<file path="config.mk">
export PLATFORM = sky130hd
export DESIGN_NAME = mmio_bus_ctrl
export DESIGN_NICKNAME = d
export VERILOG_FILES = /design/src/rtl/mmio_bus_ctrl.sv
export SDC_FILE = /design/constraint.sdc
export NUM_CORES = 1
export LEC_CHECK = 0
export CORE_MARGIN = 2
export CORE_UTILIZATION = 43
export DETAILED_ROUTE_END_ITERATION = 8
export GPL_ROUTABILITY_DRIVEN = 0
export PLACE_DENSITY = 0.81
export SETUP_SLACK_MARGIN = 0.3
export SLEW_MARGIN = 20
export SYNTH_ARGS = -nofsm -noshare
export SYNTH_HDL_FRONTEND = slang
export SYNTH_SLANG_ARGS = --single-unit
</file>
<file path="constraint.sdc">
create_clock -name clk -period 2.05 [get_ports clk]
set_input_delay 0.41 -clock clk [delete_from_list [all_inputs] [get_ports clk]]
set_output_delay 0.41 -clock clk [all_outputs]
set_load 0.005 [all_outputs]
</file>
<file path="src/rtl/mmio_bus_ctrl.sv">
// Memory-mapped bus controller: decodes master requests onto NSLAVE base/mask windows with wait states and decode errors.
// Optional bus timeout is enabled by defining MMIO_BUS_TIMEOUT_EN.
`ifndef MEM_READ
`define MEM_READ 1'b0
`endif
`ifndef MEM_WRITE
`define MEM_WRITE 1'b1
`endif

module mmio_bus_ctrl #(
  parameter int unsigned            NSLAVE   = 2,
  parameter logic [NSLAVE*32-1:0]   SLV_BASE = {32'ha0000000, 32'h00000000},
  parameter logic [NSLAVE*32-1:0]   SLV_MASK = {32'hff000000, 32'hf0000000},
  parameter int unsigned            TIMEOUT  = 255
) (
  input  logic                   clk,
  input  logic                   rst_n,
  input  logic                   m_req,
  input  logic                   m_rw,
  input  logic [31:0]            m_addr,
  input  logic [31:0]            m_wdata,
  output logic                   m_ack,
  output logic                   m_err,
  output logic [31:0]            m_rdata,
  output logic                   m_busy,
  output logic [NSLAVE-1:0]      s_sel,
  output logic                   s_rw,
  output logic [31:0]            s_addr,
  output logic [31:0]            s_wdata,
  input  logic [NSLAVE*32-1:0]   s_rdata,
  input  logic [NSLAVE-1:0]      s_ready
);

  localparam int unsigned DW = 32;

  typedef enum logic [1:0] {ST_IDLE, ST_WAIT, ST_RESP} state_t;

  if (NSLAVE < 1 || NSLAVE > 8 || TIMEOUT < 1 || TIMEOUT > 255) begin : g_param_chk
    $error("mmio_bus_ctrl: parameter out of range");
  end

  state_t            r_state, w_state_nxt;
  logic [NSLAVE-1:0] r_sel, w_sel_nxt;
  logic              r_rw, w_rw_nxt;
  logic [DW-1:0]     r_addr, w_addr_nxt;
  logic [DW-1:0]     r_wdata, w_wdata_nxt;
  logic              r_ack, w_ack_nxt;
  logic              r_err, w_err_nxt;
  logic [DW-1:0]     r_rdata, w_rdata_nxt;
  logic              r_busy, w_busy_nxt;
  logic              r_pend_err, w_pend_err_nxt;
  logic [DW-1:0]     r_pend_rdata, w_pend_rdata_nxt;
`ifdef MMIO_BUS_TIMEOUT_EN
  localparam int unsigned CNTW = 8;
  logic [CNTW-1:0]   r_cnt, w_cnt_nxt;
`endif

  logic [NSLAVE-1:0] w_hit;
  logic [DW-1:0]     w_hit_off;
  logic [DW-1:0]     w_sel_rdata;
  logic              w_sel_ready;

  // Window decode; scanning downward lets the lowest matching index win.
  always_comb begin
    w_hit     = '0;
    w_hit_off = '0;
    for (int i = int'(NSLAVE) - 1; i >= 0; i--) begin
      if ((m_addr & SLV_MASK[32*i +: 32]) == SLV_BASE[32*i +: 32]) begin
        w_hit     = NSLAVE'(1) << i;
        w_hit_off = m_addr - SLV_BASE[32*i +: 32];
      end
    end
  end

  // Only the selected slave's ready/rdata are visible to the FSM.
  always_comb begin
    w_sel_rdata = '0;
    w_sel_ready = 1'b0;
    for (int i = 0; i < int'(NSLAVE); i++) begin
      if (r_sel[i]) begin
        w_sel_rdata = w_sel_rdata | s_rdata[32*i +: 32];
        w_sel_ready = w_sel_ready | s_ready[i];
      end
    end
  end

  always_comb begin
    w_state_nxt      = r_state;
    w_sel_nxt        = r_sel;
    w_rw_nxt         = r_rw;
    w_addr_nxt       = r_addr;
    w_wdata_nxt      = r_wdata;
    w_ack_nxt        = 1'b0;
    w_err_nxt        = r_err;
    w_rdata_nxt      = r_rdata;
    w_pend_err_nxt   = r_pend_err;
    w_pend_rdata_nxt = r_pend_rdata;
`ifdef MMIO_BUS_TIMEOUT_EN
    w_cnt_nxt        = r_cnt;
`endif
    case (r_state)
      ST_IDLE: begin
        if (m_req) begin
          if (|w_hit) begin
            w_sel_nxt   = w_hit;
            w_rw_nxt    = m_rw;
            w_addr_nxt  = w_hit_off;
            w_wdata_nxt = m_wdata;
            w_state_nxt = ST_WAIT;
`ifdef MMIO_BUS_TIMEOUT_EN
            w_cnt_nxt   = '0;
`endif
          end else begin
            w_pend_err_nxt   = 1'b1;
            w_pend_rdata_nxt = '0;
            w_state_nxt      = ST_RESP;
          end
        end
      end
      ST_WAIT: begin
        if (w_sel_ready) begin
          w_pend_err_nxt   = 1'b0;
          w_pend_rdata_nxt = (r_rw == `MEM_READ) ? w_sel_rdata : '0;
          w_sel_nxt        = '0;
          w_state_nxt      = ST_RESP;
        end
`ifdef MMIO_BUS_TIMEOUT_EN
        else if (r_cnt == CNTW'(TIMEOUT - 1)) begin
          w_pend_err_nxt   = 1'b1;
          w_pend_rdata_nxt = '0;
          w_sel_nxt        = '0;
          w_state_nxt      = ST_RESP;
        end else begin
          w_cnt_nxt = r_cnt + CNTW'(1);
        end
`endif
      end
      ST_RESP: begin
        // Response is held in pend regs so m_err/m_rdata change only with ack.
        w_ack_nxt   = 1'b1;
        w_err_nxt   = r_pend_err;
        w_rdata_nxt = r_pend_rdata;
        w_state_nxt = ST_IDLE;
      end
      default: w_state_nxt = ST_IDLE;
    endcase
    w_busy_nxt = (w_state_nxt != ST_IDLE);
  end

  always_ff @(posedge clk) begin
    if (!rst_n) begin
      r_state      <= ST_IDLE;
      r_sel        <= '0;
      r_rw         <= 1'b0;
      r_addr       <= '0;
      r_wdata      <= '0;
      r_ack        <= 1'b0;
      r_err        <= 1'b0;
      r_rdata      <= '0;
      r_busy       <= 1'b0;
      r_pend_err   <= 1'b0;
      r_pend_rdata <= '0;
`ifdef MMIO_BUS_TIMEOUT_EN
      r_cnt        <= '0;
`endif
    end else begin
      r_state      <= w_state_nxt;
      r_sel        <= w_sel_nxt;
      r_rw         <= w_rw_nxt;
      r_addr       <= w_addr_nxt;
      r_wdata      <= w_wdata_nxt;
      r_ack        <= w_ack_nxt;
      r_err        <= w_err_nxt;
      r_rdata      <= w_rdata_nxt;
      r_busy       <= w_busy_nxt;
      r_pend_err   <= w_pend_err_nxt;
      r_pend_rdata <= w_pend_rdata_nxt;
`ifdef MMIO_BUS_TIMEOUT_EN
      r_cnt        <= w_cnt_nxt;
`endif
    end
  end

  assign m_ack   = r_ack;
  assign m_err   = r_err;
  assign m_rdata = r_rdata;
  assign m_busy  = r_busy;
  assign s_sel   = r_sel;
  assign s_rw    = r_rw;
  assign s_addr  = r_addr;
  assign s_wdata = r_wdata;

endmodule
</file>
Word level (Yosys, flattened, before mapping):

Index checks and enable logic that the tools add are counted.

* flip-flop bits (word level): 137
* bits of input ports: 134
* output and inout port bits: 102
* word-level logic and storage cells: 55

* add/subtract/negate cells: 1
* equal/unequal tests: 7
* mux-type cells: 26
* bitwise gates (word level): 2
* reduce and logical (&&, ||, !) cells: 8

Operators with widths (count)
* two-way mux 32 bit: 8
* one-hot mux 32 bit (2 select lines): 1
* logical NOT 32 bit: 1
* bitwise OR 32 bit: 1
* subtractor 32 bit (second input constant): 1
* two-way mux 2 bit: 8
* == test 8 bit (second input constant): 1
* != test 2 bit (second input constant): 4
* one-hot mux 2 bit (2 select lines): 2
* AND reduction 4 bit: 2
* two-way mux 1 bit: 6
* nonzero test 2 bit: 2
* AND reduction 3 bit: 1
* == test 2 x 1 -> 1 bit (second input constant): 1
* == test 2 bit (second input constant): 1
* logical NOT 2 bit: 1
* one-hot mux 1 bit (2 select lines): 1
* OR reduction 2 bit: 1
* bitwise OR 1 bit: 1

Logic depth before layout (Yosys ltp):

* word-level depth: 8
* gate-level depth with buffers: 6
* depth with buffers taken out: 4

Worst setup path before layout:

No wires, ideal clock.

* path type: input to register
* start point: input port m_addr[24]
* end point: register r_wdata[13], in the netlist s_wdata[13]
* library setup time: 72 ps
* data arrival time: 1762 ps
* required time: 1978 ps
* slack: 217 ps
* stages: 6
* buffers on the path: 2
* cells stage by stage: nor4_1 nand4_1 a21oi_4 buf_6 buf_6 mux2i_1

* word-level cells in the longest chain between the ends: 5

RTL lines
* start, declared: RTL line 20 `input logic [31:0] m_addr,`
* == test 8 bit: RTL line 68 `if ((m_addr & SLV_MASK[32*i +: 32]) == SLV_BASE[32*i +: 32]) begin`
* two-way mux 2 bit (2 in series): RTL line 68
* OR reduction 2 bit: RTL line 104 `if (|w_hit) begin`
* AND reduction 3 bit (no source line)
* end signal, assigned: RTL line 171 `r_wdata <= w_wdata_nxt;`
* end, declared: RTL line 46 `logic [DW-1:0] r_wdata, w_wdata_nxt;`

Every way passes these cells.
A chain may end at the register's enable or synchronous reset.

Final worst setup path:

* start point: input port m_addr[28]
* end point: register r_wdata[2], in the netlist s_wdata[2]

* word-level cells in the longest chain between the ends: 5
* elaborated cells between the ends (all ways): 6
* classes of those cells: 1 x eq/ne; 2 x mux; 3 x reduce/logical

RTL lines (RTL line)
* == test 8 bit: 68
* two-way mux 2 bit: 68
* two-way mux 2 bit *: 68
* OR reduction 2 bit *: 104
* AND reduction 3 bit (no source line) *

Every way passes the cells marked *; elsewhere a longest branch is shown, timed or not.

==> summary.md <==
| Metric | Value |
|---|---|
| Total leakage power | 0.00345 uW |
| CTS Hold Bufs | 0 |
| CP Cell Sequence | dlygate4sd2_1 -> or4_4 -> a21oi_4 -> buf_12 -> buf_4 -> clkbuf_16 -> mux2i_1 |
| CTS clk-pin slew, worst paths | 60 ps |
| Die area | approximately 0.014 mm2 |
| Max incr delay on CP | 590 ps |
| Worst hold path type | in -> reg |
| Filler cells | roughly 980 |
| Mapped Area | 0.00564 mm2 |
| Die W | 119 um |
| Final Hold Viols | 0 |
| Clock Sink Count | 137 |
| Post-layout worst setup margin | 327 ps |
| Fin crit period | 1720 ps |
| Reg2reg path depth | 5 |
| Vias/cell | ~5 |
| Number of CTS-inserted buffers | 17 |
| # diodes | 0 |
| Most frequent cells in the layout | nand2_1, clkdlybuf4s50_1, dfxtp_1, mux2i_1, a21boi_0 |
| Worst-path fanout max | 10 |
| Power density cells | approximately 690 mW/mm2 |
| Root Driver | clkbuf_16 |
| Worst flop-to-flop path endpoint | r_pend_rdata[28]$_SDFFE_PN0P_ |
| Routed len/inst | 15.5 um |
| Cells after Synth | 635 |
| Critical Path RT | 2390 ps |
| Sequential share of the synthesized area | 0.486 |
| Share of layout cells above drive strength 1 | 0.0836 |
| Overall routing resource usage | 0.231 |
| Max-Cap Viols | 0 |
| I/O pin total | about 240 |
| DR vias | ~5300 |
| Antenna-violating nets left | 0 |
| DRC violations left | 0 |
| Post-route clock period utilization | 0.840 |
| RSZ-0062 raised after global routing | yes |
| # nets final | 1007 |
| Iteration-0 DRC Markers | approximately 310 |
| Register bit total from synthesis | 137 |
| Most common cell after layout, fill and taps aside | nand2_1 |
| First-pass GRT wire length | 26100 um |
| Crit path DAT | a little over 2000 ps |
| Worst hold path startpoint | m_addr[24] |
| Core region area | around 0.013 mm2 |
| Placed cells | 1013 |
| Worst vdd ir | between 0.4 and 0.5 mV |
| Hold Path End | s_addr[24]$_SDFFE_PN0P_ |
| Vias in the first global route | 5405 |
| Clock buffer depth | 2 |
| Critical Path Source Type | input port |
| Critical Path End Type | flop |
| Die H | around 120 um |
| H-tree levels | 4 |
| Row count | 41 |
| Max Clock Freq | 580 MHz |
| Outcome | complete, no violations |
| Warnings, synthesis | 0 |
| Overflow after GRT | 0 |
| Final slew viol count | 0 |
| Worst path slowest cell | or4_4 |
| Final setup TNS | 0 ps |
| Setup WS pre-CTS | -352 ps |
| WS Path Type | in -> reg |
| CTS tree | built |
| Antenna violations before repair | 0 |
| Final Setup Violations | 0 |
| Dpl hpwl | approximately 11000 um |
| FF-to-FF Start | s_sel[0]$_SDFFE_PN0P_ |
| Slew headroom | 0.734 |
| First-pass DRT Iterations | 4 |
| Initial Util | 0.444 |
| Slew at the pin with the worst max-slew slack | between 300 and 400 ps |
| Area delta synth->final | 60.5% |
| Post-Route WL | 16400 um |
| Mean area per synthesized cell | just under 9 um2 |
| Final non-filler cell total | 1057 |
| Hold depth | 2 |
| Number of buffers added on ports | 235 |
| Reg-to-reg slack, setup | 510 ps |
| Clock skew | roughly 6.7 ps |
| Worst-skew pair later-pin latency | roughly 400 ps |
| Largest net degree at the start of global routing | 90 |
| Distinct cell type count after synthesis | 34 |
| Synthesized Nets | 770 |
==> registers in the layout, summed over array words and instances, names as in the netlist <==
| name | cells |
|---|---|
| s_addr | 32 |
| m_ack | 1 |
| s_sel | 2 |
| r_pend_rdata | 32 |
| m_rdata | 32 |
| r_pend_err | 1 |
| m_err | 1 |
| s_rw | 1 |
| r_state | 2 |
| m_busy | 1 |
| s_wdata | 32 |
==> worst max-delay path, delay by kind of cell <==
family	cells	cell delay, ps
muxes	1	180
and+or+nand+nor	1	590
AOI/OAI and AO/OA	1	170
buffers and inverters	4	720
==> what timing repair did <==
action | in CTS | in global routing
endpoints found under the setup margin | 98 | 42
resized for setup | 21 | 10
pin swaps | 4 | 3
setup buffers | 6 | 1
gates cloned | 4 | 1
==> kinds of logic after synthesis <==
family | count (synthesis) | share of synthesized area
AO/OA/AOI/OAI | 82 | 0.121
XOR/XNOR | 1 | 0.00155
adder cells (fa/ha/maj) | 1 | 0.00222
buffers and inverters | 53 | 0.0428
flip-flops | 137 | 0.486
multiplexers | 89 | 0.158
AND/OR/NAND/NOR | 272 | 0.188
==> per-layer routing <==
layer	wire, um	GRT usage	part of all wire
met5	0	0	0
met4	335	0.101	0.020
met3	1470	0.0898	0.089
met2	8090	0.389	0.49
met1	6480	0.259	0.40
==> how the worst max path moves through the flow <==
stage                      startpoint                  endpoint  cells past startpoint
6_report                   m_addr[28]   s_wdata[2]$_SDFFE_PN0P_                      7
5_1_grt        s_addr[7]$_SDFFE_PN0P_                 s_addr[7]                      1
4_1_cts        s_addr[1]$_SDFFE_PN0P_                 s_addr[1]                      1
3_5_place_dp               m_addr[24]  s_wdata[17]$_SDFFE_PN0P_                      7
3_3_place_gp               m_addr[24]   s_wdata[4]$_SDFFE_PN0P_                      7
2_1_floorplan              m_addr[28]  s_wdata[13]$_SDFFE_PN0P_                      6
==> metrics by stage <==
step           hold WS [ps]   util  instance area [um2]  total power, uW
2_1_floorplan           437      -                 5660             2970
3_3_place_gp            442  0.645                 8200             3320
3_5_place_dp            450  0.645                 8200             3330
4_1_cts                 362  0.707                 8990             6260
5_1_grt                 401  0.712                 9060             6420
6_report                396  0.712                 9060             6210
==> power by group <==
group	internal (uW)	total, uW	switching (uW)
clock	1840	2910	1070
combinational	363	597	233
sequential	2690	2700	14.0
==> cell type report <==
| class | count | area, um2 | share of cell area |
|---|---|---|---|
| clock buffer | 23 | 468 | 0.0516 |
| timing repair buffer | 269 | 2840 | 0.313 |
| clock inverter | 9 | 97.6 | 0.0108 |
| sequential | 137 | 2750 | 0.303 |
| inverter | 2 | 7.51 | 0.000829 |
| multi-input combinational | 445 | 2690 | 0.297 |
| tap | 172 | 215 | 0.0238 |
==> Yosys cell counts, drive strengths merged <==
cell	instances	area (um2)
a21boi	34	255
a21o	1	7.51
a21oi	2	21.3
a22o	32	280
a22oi	1	7.51
a31o	2	17.5
a31oi	1	21.3
a32o	4	40.0
and2	1	6.26
and3	2	12.5
and4	1	8.76
buf	11	83.8
clkbuf	40	150
dfxtp	137	2740
ha	1	12.5
inv	2	7.51
mux2i	89	891
nand2	250	938
nand2b	3	18.8
nand3	2	10.0
nand4	1	6.26
nor2	7	26.3
nor2b	1	6.26
nor3b	2	15.0
nor4	1	6.26
o2111a	1	11.3
o21ai	1	5.00
o22ai	3	18.8
or4	1	7.51
xor2	1	8.76
No activity file was read; power rests on OpenSTA's default activity.
